### src/rtl/sub16_serial.sv
// rtl/sub16_serial.sv - nibble-serial 16-bit subtractor, DIFF = A - B - BI
module sub16_serial (
    input  logic        clk,
    input  logic        rst_n,
    input  logic        start,
    input  logic [15:0] A,
    input  logic [15:0] B,
    input  logic        BI,
    output logic        busy,
    output logic        done,
    output logic [15:0] DIFF,
    output logic        BO,
    output logic        OFL,
    output logic        ZERO
);

    typedef enum logic [1:0] {IDLE, BUSY, DONE} state_t;

    state_t      state;
    logic [1:0]  k;
    logic [15:0] a_q;
    logic [15:0] b_q;
    logic [15:0] w;
    logic        c;

    logic [3:0]  a_nib;
    logic [3:0]  b_nib;
    logic [3:0]  s;
    logic        cout;
    logic        msb_cin;
    logic [15:0] w_next;

    // Subtraction as A + ~B + c; the carry into bit 15 is recovered from the sum bit.
    always_comb begin
        a_nib       = a_q[{k, 2'b00} +: 4];
        b_nib       = ~b_q[{k, 2'b00} +: 4];
        {cout, s}   = {1'b0, a_nib} + {1'b0, b_nib} + {4'b0000, c};
        msb_cin     = s[3] ^ a_nib[3] ^ b_nib[3];
        w_next      = w;
        w_next[{k, 2'b00} +: 4] = s;
    end

    always_ff @(posedge clk or negedge rst_n) begin
        if (!rst_n) begin
            state <= IDLE;
            k     <= 2'd0;
            a_q   <= 16'd0;
            b_q   <= 16'd0;
            w     <= 16'd0;
            c     <= 1'b0;
            busy  <= 1'b0;
            done  <= 1'b0;
            DIFF  <= 16'd0;
            BO    <= 1'b0;
            OFL   <= 1'b0;
            ZERO  <= 1'b0;
        end else begin
            case (state)
                IDLE, DONE: begin
                    done <= 1'b0;
                    if (start) begin
                        a_q   <= A;
                        b_q   <= B;
                        c     <= ~BI;
                        k     <= 2'd0;
                        busy  <= 1'b1;
                        state <= BUSY;
                    end else begin
                        state <= IDLE;
                    end
                end
                BUSY: begin
                    w <= w_next;
                    c <= cout;
                    k <= k + 2'd1;
                    if (k == 2'd3) begin
                        state <= DONE;
                        busy  <= 1'b0;
                        done  <= 1'b1;
                        DIFF  <= w_next;
                        BO    <= ~cout;
                        OFL   <= msb_cin ^ cout;
                        ZERO  <= (w_next == 16'd0);
                    end
                end
                default: state <= IDLE;
            endcase
        end
    end

endmodule

### config.mk
export PLATFORM = sky130hd
export DESIGN_NAME = sub16_serial
export DESIGN_NICKNAME = d
export VERILOG_FILES = /design/src/rtl/sub16_serial.sv
export SDC_FILE = /design/constraint.sdc
export NUM_CORES = 1
export LEC_CHECK = 0
export BUFFER_PORTS_ARGS = -buffer_cell sky130_fd_sc_hd__buf_2
export CAP_MARGIN = 15
export CORE_UTILIZATION = 56
export DETAILED_ROUTE_END_ITERATION = 10
export PLACE_DENSITY = 0.79
export SLEW_MARGIN = 20
export SYNTH_ARGS = -nofsm -noshare
export SYNTH_HDL_FRONTEND = slang
export SYNTH_SLANG_ARGS = --single-unit
### constraint.sdc
create_clock -name clk -period 3.5 [get_ports clk]
set_input_delay 0.35 -clock clk [delete_from_list [all_inputs] [get_ports clk]]
set_output_delay 0.35 -clock clk [all_outputs]
set_load 0.01 [all_outputs]
# --- After elaboration in Yosys (flattened, before gate mapping) ---
# Cells that the tools add are included.
classes:
  add_sub_neg: 4
  n_eq_ne: 5
  shifts: 4
  mux: 13
  bitwise: 6
  n_reduce_logical: 9
op_table:
  columns: ["cell", "n"]
  rows:
  - ["variable part select 16 x 5 -> 4 bit", 2]
  - ["bitwise mux 16 bit", 1]
  - ["logical NOT 16 bit", 1]
  - ["variable shift 4 x 6 -> 16 bit (first input constant)", 1]
  - ["variable part select 4 x 6 -> 16 bit", 1]
  - ["case mux 2 bit (2 select lines)", 2]
  - ["AND reduction 2 bit", 4]
  - ["negation 4 -> 6 bit", 1]
  - ["case mux 1 bit (2 select lines)", 3]
  - ["adder 4 x 4 -> 5 bit", 1]
  - ["adder 5 x 1 -> 5 bit", 1]
  - ["two-way mux 1 bit", 5]
  - ["equality test 2 bit (second input constant)", 2]
  - ["two-way mux 2 bit", 2]
  - ["!= test 2 bit (second input constant)", 2]
  - ["NOT 4 bit", 1]
  - ["AND reduction 3 bit", 1]
  - ["bitwise XOR 1 bit", 3]
  - ["adder 2 x 1 -> 2 bit (second input constant)", 1]
  - ["equality test 2 x 1 -> 1 bit (second input constant)", 1]
  - ["logical NOT 2 bit", 1]
  - ["NOT 1 bit", 2]
  - ["nonzero test 2 bit", 1]
  - ["OR reduction 2 bit", 1]
totals:
  register_bits: 74
  in_bits: 36
  out_inout_bits: 21

# --- Logic depth before layout (Yosys ltp) ---
depth:
  depth_word: 7
  ltp_mapped: 12
  mapped_depth_nobuf: 10

# --- Worst setup path after synthesis ---
# No wires, ideal clock.
synth_timing:
  path_kind: "register -> register"
  startpoint: "register k[0]"
  endpoint: "register ZERO"
  setup_ps: 76
  arrival_time_ps: 3036
  setup_slack_ps: 388
  stages_incl_launch_ff: 11
  path_cell_list: "dfrtp_1 buf_6 buf_2 mux4_2 fa_1 inv_1 fa_1 a21oi_1 o221ai_1 or4_1 o21ai_1"
synth_between:
  elab_chain_cells: 7
  word_cells_on_any_way: 12
  classes_between: "3 x add/sub; 1 x eq/ne; 4 x shift; 1 x mux; 1 x bitwise; 2 x reduce/logical"
synth_rtl:
  columns: ["element", "line_no", "text"]
  rows:
  - ["start: declaration", "20", "logic [1:0] k;"]
  - ["start signal: assignment", "75", "k <= k + 2'd1;"]
  - ["variable part select 16 x 5 -> 4 bit", "36", "b_nib = ~b_q[{k, 2'b00} +: 4];"]
  - ["NOT 4 bit", "36", null]
  - ["adder 4 x 4 -> 5 bit", "37", "{cout, s} = {1'b0, a_nib} + {1'b0, b_nib} + {4'b0000, c};"]
  - ["adder 5 x 1 -> 5 bit", "37", null]
  - ["variable part select 4 x 6 -> 16 bit", "40", "w_next[{k, 2'b00} +: 4] = s;"]
  - ["bitwise mux 16 bit", "40", null]
  - ["logical NOT 16 bit", "83", "ZERO <= (w_next == 16'd0);"]
  - ["end signal: assignment", "83", null]
  - ["end: declaration", "14", "output logic ZERO"]
# Parallel ways exist; a longest one is shown, timed or not.
# A chain may end at the register's enable or synchronous reset.

# --- Final worst setup path ---
# Same ends and word-level chain as after synthesis.

==> impl_metrics.env <==
export IMPL_status="finished, final reports clean"
export IMPL_dp_cells=480
export IMPL_rsz0062_at_grt="no"
export IMPL_hold_viol=0
export IMPL_initial_core_util_pct=58.4
export IMPL_cts_root_buf="clkbuf_8"
export IMPL_cap_violations=0
export IMPL_worstPathCellList="buf_4 -> mux4_2 -> inv_1 -> fa_1 -> inv_1 -> fa_1 -> a21oi_1 -> o221ai_1 -> or4_1 -> o21ai_1"
export IMPL_tritoncts="done"
export IMPL_finalWirelength_um=7120
export IMPL_fin_util_pct=67.0
export IMPL_viasPerCell=5.43
export IMPL_grt_use_total_pct=25.2
export IMPL_fin_area_mm2=0.00401
export IMPL_slowest_delay_ns=0.56
export IMPL_synth_ff_type="dfrtp_1"
export IMPL_synth_cell_area_mm2=0.00350
export IMPL_maxSlewViolCount=0
export IMPL_cts_sinks=74
export IMPL_syn_num_nets=406
export IMPL_die_y_um=81.1
export IMPL_first_pass_iters=4
export IMPL_synthArstFlopShare_pct=100
export IMPL_arrival_ns=3.28
export IMPL_cts_buffer_depth=2
export IMPL_startpoint_type="flop"
export IMPL_initialDrtViolationCount=143
export IMPL_synthDistinctLibCells=39
export IMPL_ys_seq_area_share_pct=52.9
export IMPL_cts_buffers=9
export IMPL_hold_buffers=0
export IMPL_max_vdd_ir_drop_mv=0.648
export IMPL_tns_ns=0
export IMPL_via_count=2689
export IMPL_worst_path_max_delay_cell="fa_1"
export IMPL_dieWidth_um=81.1
export IMPL_grt_max_degree=75
export IMPL_worstSetupStartpoint="k[0]$_DFFE_PN0P_"
export IMPL_grt_overflow=0
export IMPL_tightestPinTransition_ns=0.899
export IMPL_dieArea_mm2=0.00657
export IMPL_routabilityCongestion=0.809
export IMPL_syn_avg_cell_area_um2=9.75
export IMPL_final_layout_size_suffix_gt1_share_pct=21.4
export IMPL_post_drt_wl_per_cell_um=14.4
export IMPL_synth_seq_cells=74
export IMPL_min_path_type="in2reg"
export IMPL_reg2reg_from="k[0]$_DFFE_PN0P_"
export IMPL_finClkSkew_ns=0.00685
export IMPL_setup_viol=0
export IMPL_cp_required_ns=3.78
export IMPL_hp_start="A[11]"
export IMPL_place_area_mm2=0.00386
export IMPL_use_met1_pct=32.4
export IMPL_cts_htree_levels=3
export IMPL_synth_top_area_share_pct=52.9
export IMPL_worst_setup_path_end_kind="flop"
export IMPL_numPortBuffers=56
export IMPL_diodes=0
export IMPL_drcViolationCount=0
export IMPL_grt_pass1_wl_um=12300
export IMPL_final_min_clock_period_ns=3.00
export IMPL_synth_area_leader_cell="dfrtp_1"
export IMPL_nNetsFinal=463
export IMPL_timing_fmax_mhz=334
export IMPL_grt_util_met3_pct=6.40
export IMPL_holdWs_ns=0.184
export IMPL_netlist_instances=359
export IMPL_fin_ws_ns=0.504
export IMPL_finalCritPeriodShare_pct=85.6
export IMPL_yosys_top_cells_area="dfrtp_1 53%, nand2_1 14%, mux4_2 5.1%, ha_1 3.2%, o21ai_0 2.9%"
export IMPL_fin_cells=495
export IMPL_grt_busiest_layer="met2"
export IMPL_leakage_nw=2.06
export IMPL_io_pins=57
export IMPL_use_met2_pct=41.3
export IMPL_clock_latency_ns=0.35
export IMPL_synth_edf_count=0
export IMPL_antenna_found_initial=0
export IMPL_path_clk_slew_ns=0.07
export IMPL_final_cell_mix="134 x nand2_1, 74 x dfrtp_1, 56 x buf_2"
export IMPL_core_area_mm2=0.00599
export IMPL_crit_type="reg2reg"
export IMPL_power_density_mw_per_mm2=1100
export IMPL_worstPathMaxFanout=9
export IMPL_drtAntennaViolNets=0
export IMPL_cts_resized=0
export IMPL_pre_cts_slack_ns=0.494
export IMPL_area_growth_pct=14.7
export IMPL_final_common_cell="nand2_1"
export IMPL_relSlewSlack_pct=40.0
export IMPL_rows=28
export IMPL_cts_setup_buffers=0
export IMPL_yosys_warnings=0
export IMPL_dp_hpwl_um=5080
export IMPL_first_global_vias=2720
export IMPL_design_power_total_mw=4.42
## cells by family (layout without fill, tap and decap cells)
| logic type | after synthesis | count (layout) | share of synthesized area [%] |
|---|---|---|---|
| AO/OA/AOI/OAI | 60 | 60 | 11.0 |
| XOR/XNOR | 5 | 5 | 1.86 |
| adder cells (fa/ha/maj) | 11 | 11 | 4.36 |
| buffers and inverters | 30 | 91 | 3.54 |
| flip-flops | 74 | 74 | 52.9 |
| multiplexers | 12 | 12 | 6.36 |
| AND/OR/NAND/NOR | 167 | 167 | 19.9 |
## final timing paths
| check | endpoint | slack [ns] | cells after the start |
|---|---|---|---|
| max | ZERO$_DFFE_PN0P_ | 0.50 | 10 |
| min | a_q[11]$_DFFE_PN0P_ | 0.18 | 3 |
| max reg2reg | ZERO$_DFFE_PN0P_ | 0.50 | 10 |
| min reg2reg | DIFF[12]$_DFFE_PN0P_ | 0.47 | 2 |
| max in group asynchronous | a_q[8]$_DFFE_PN0P_ | 2.70 | 2 |
| min in group asynchronous | busy$_DFFE_PN0P_ | 0.21 | 2 |
## report_power, final
group | switching [mW] | internal [mW]
Sequential | 0.218 | 1.21
Combinational | 1.47 | 0.989
Clock | 0.292 | 0.249
Total | 1.98 | 2.45
## synthesized netlist by cell type (all sizes together) (2+ instances only)
master	count
a31oi	3
and2	2
xor2	2
nor4	3
fa	2
buf	4
nor3	3
a22oi	2
a21oi	12
nand2	134
mux2	2
nand2b	3
dfrtp	74
mux2i	2
nor2b	14
xnor2	2
a22o	6
nor2	5
o221ai	2
a32o	6
inv	10
mux4	8
ha	9
clkbuf	15
o21ai	23
## critical path, delay by kind of cell, from the launching register on
kind | cells | cell delay, ns
buffers and inverters | 3 | 0.36
multiplexers | 1 | 0.52
AO/OA/AOI/OAI | 3 | 0.50
flip-flops | 1 | 0.39
AND/OR/NAND/NOR | 1 | 0.40
adder cells (fa/ha/maj) | 2 | 0.75
## routing by layer
| metal | routed length [um] | up-vias |
|---|---|---|
| met5 | 0 | - |
| met4 | 140 | 0 |
| met3 | 303 | 15 |
| met2 | 3470 | 71 |
| met1 | 3200 | 1283 |
| li1 | - | 1320 |
## flip-flops by register name (all words and copies together) (netlist names)
register,flops
b_q,16
a_q,16
DIFF,16
OFL,1
busy,1
BO,1
ZERO,1
k,2
c,1
done,1
w,16
state,2
## area by class of cell
cell class	count	area (um^2)
tap	75	93.8
sequential	74	1850
timing repair buffer	65	348
multi-input combinational	255	1530
fill	494	1980
clock buffer	11	131
clock inverter	4	20.0
inverter	11	41.3
No activity file was read; power rests on OpenSTA's default activity.
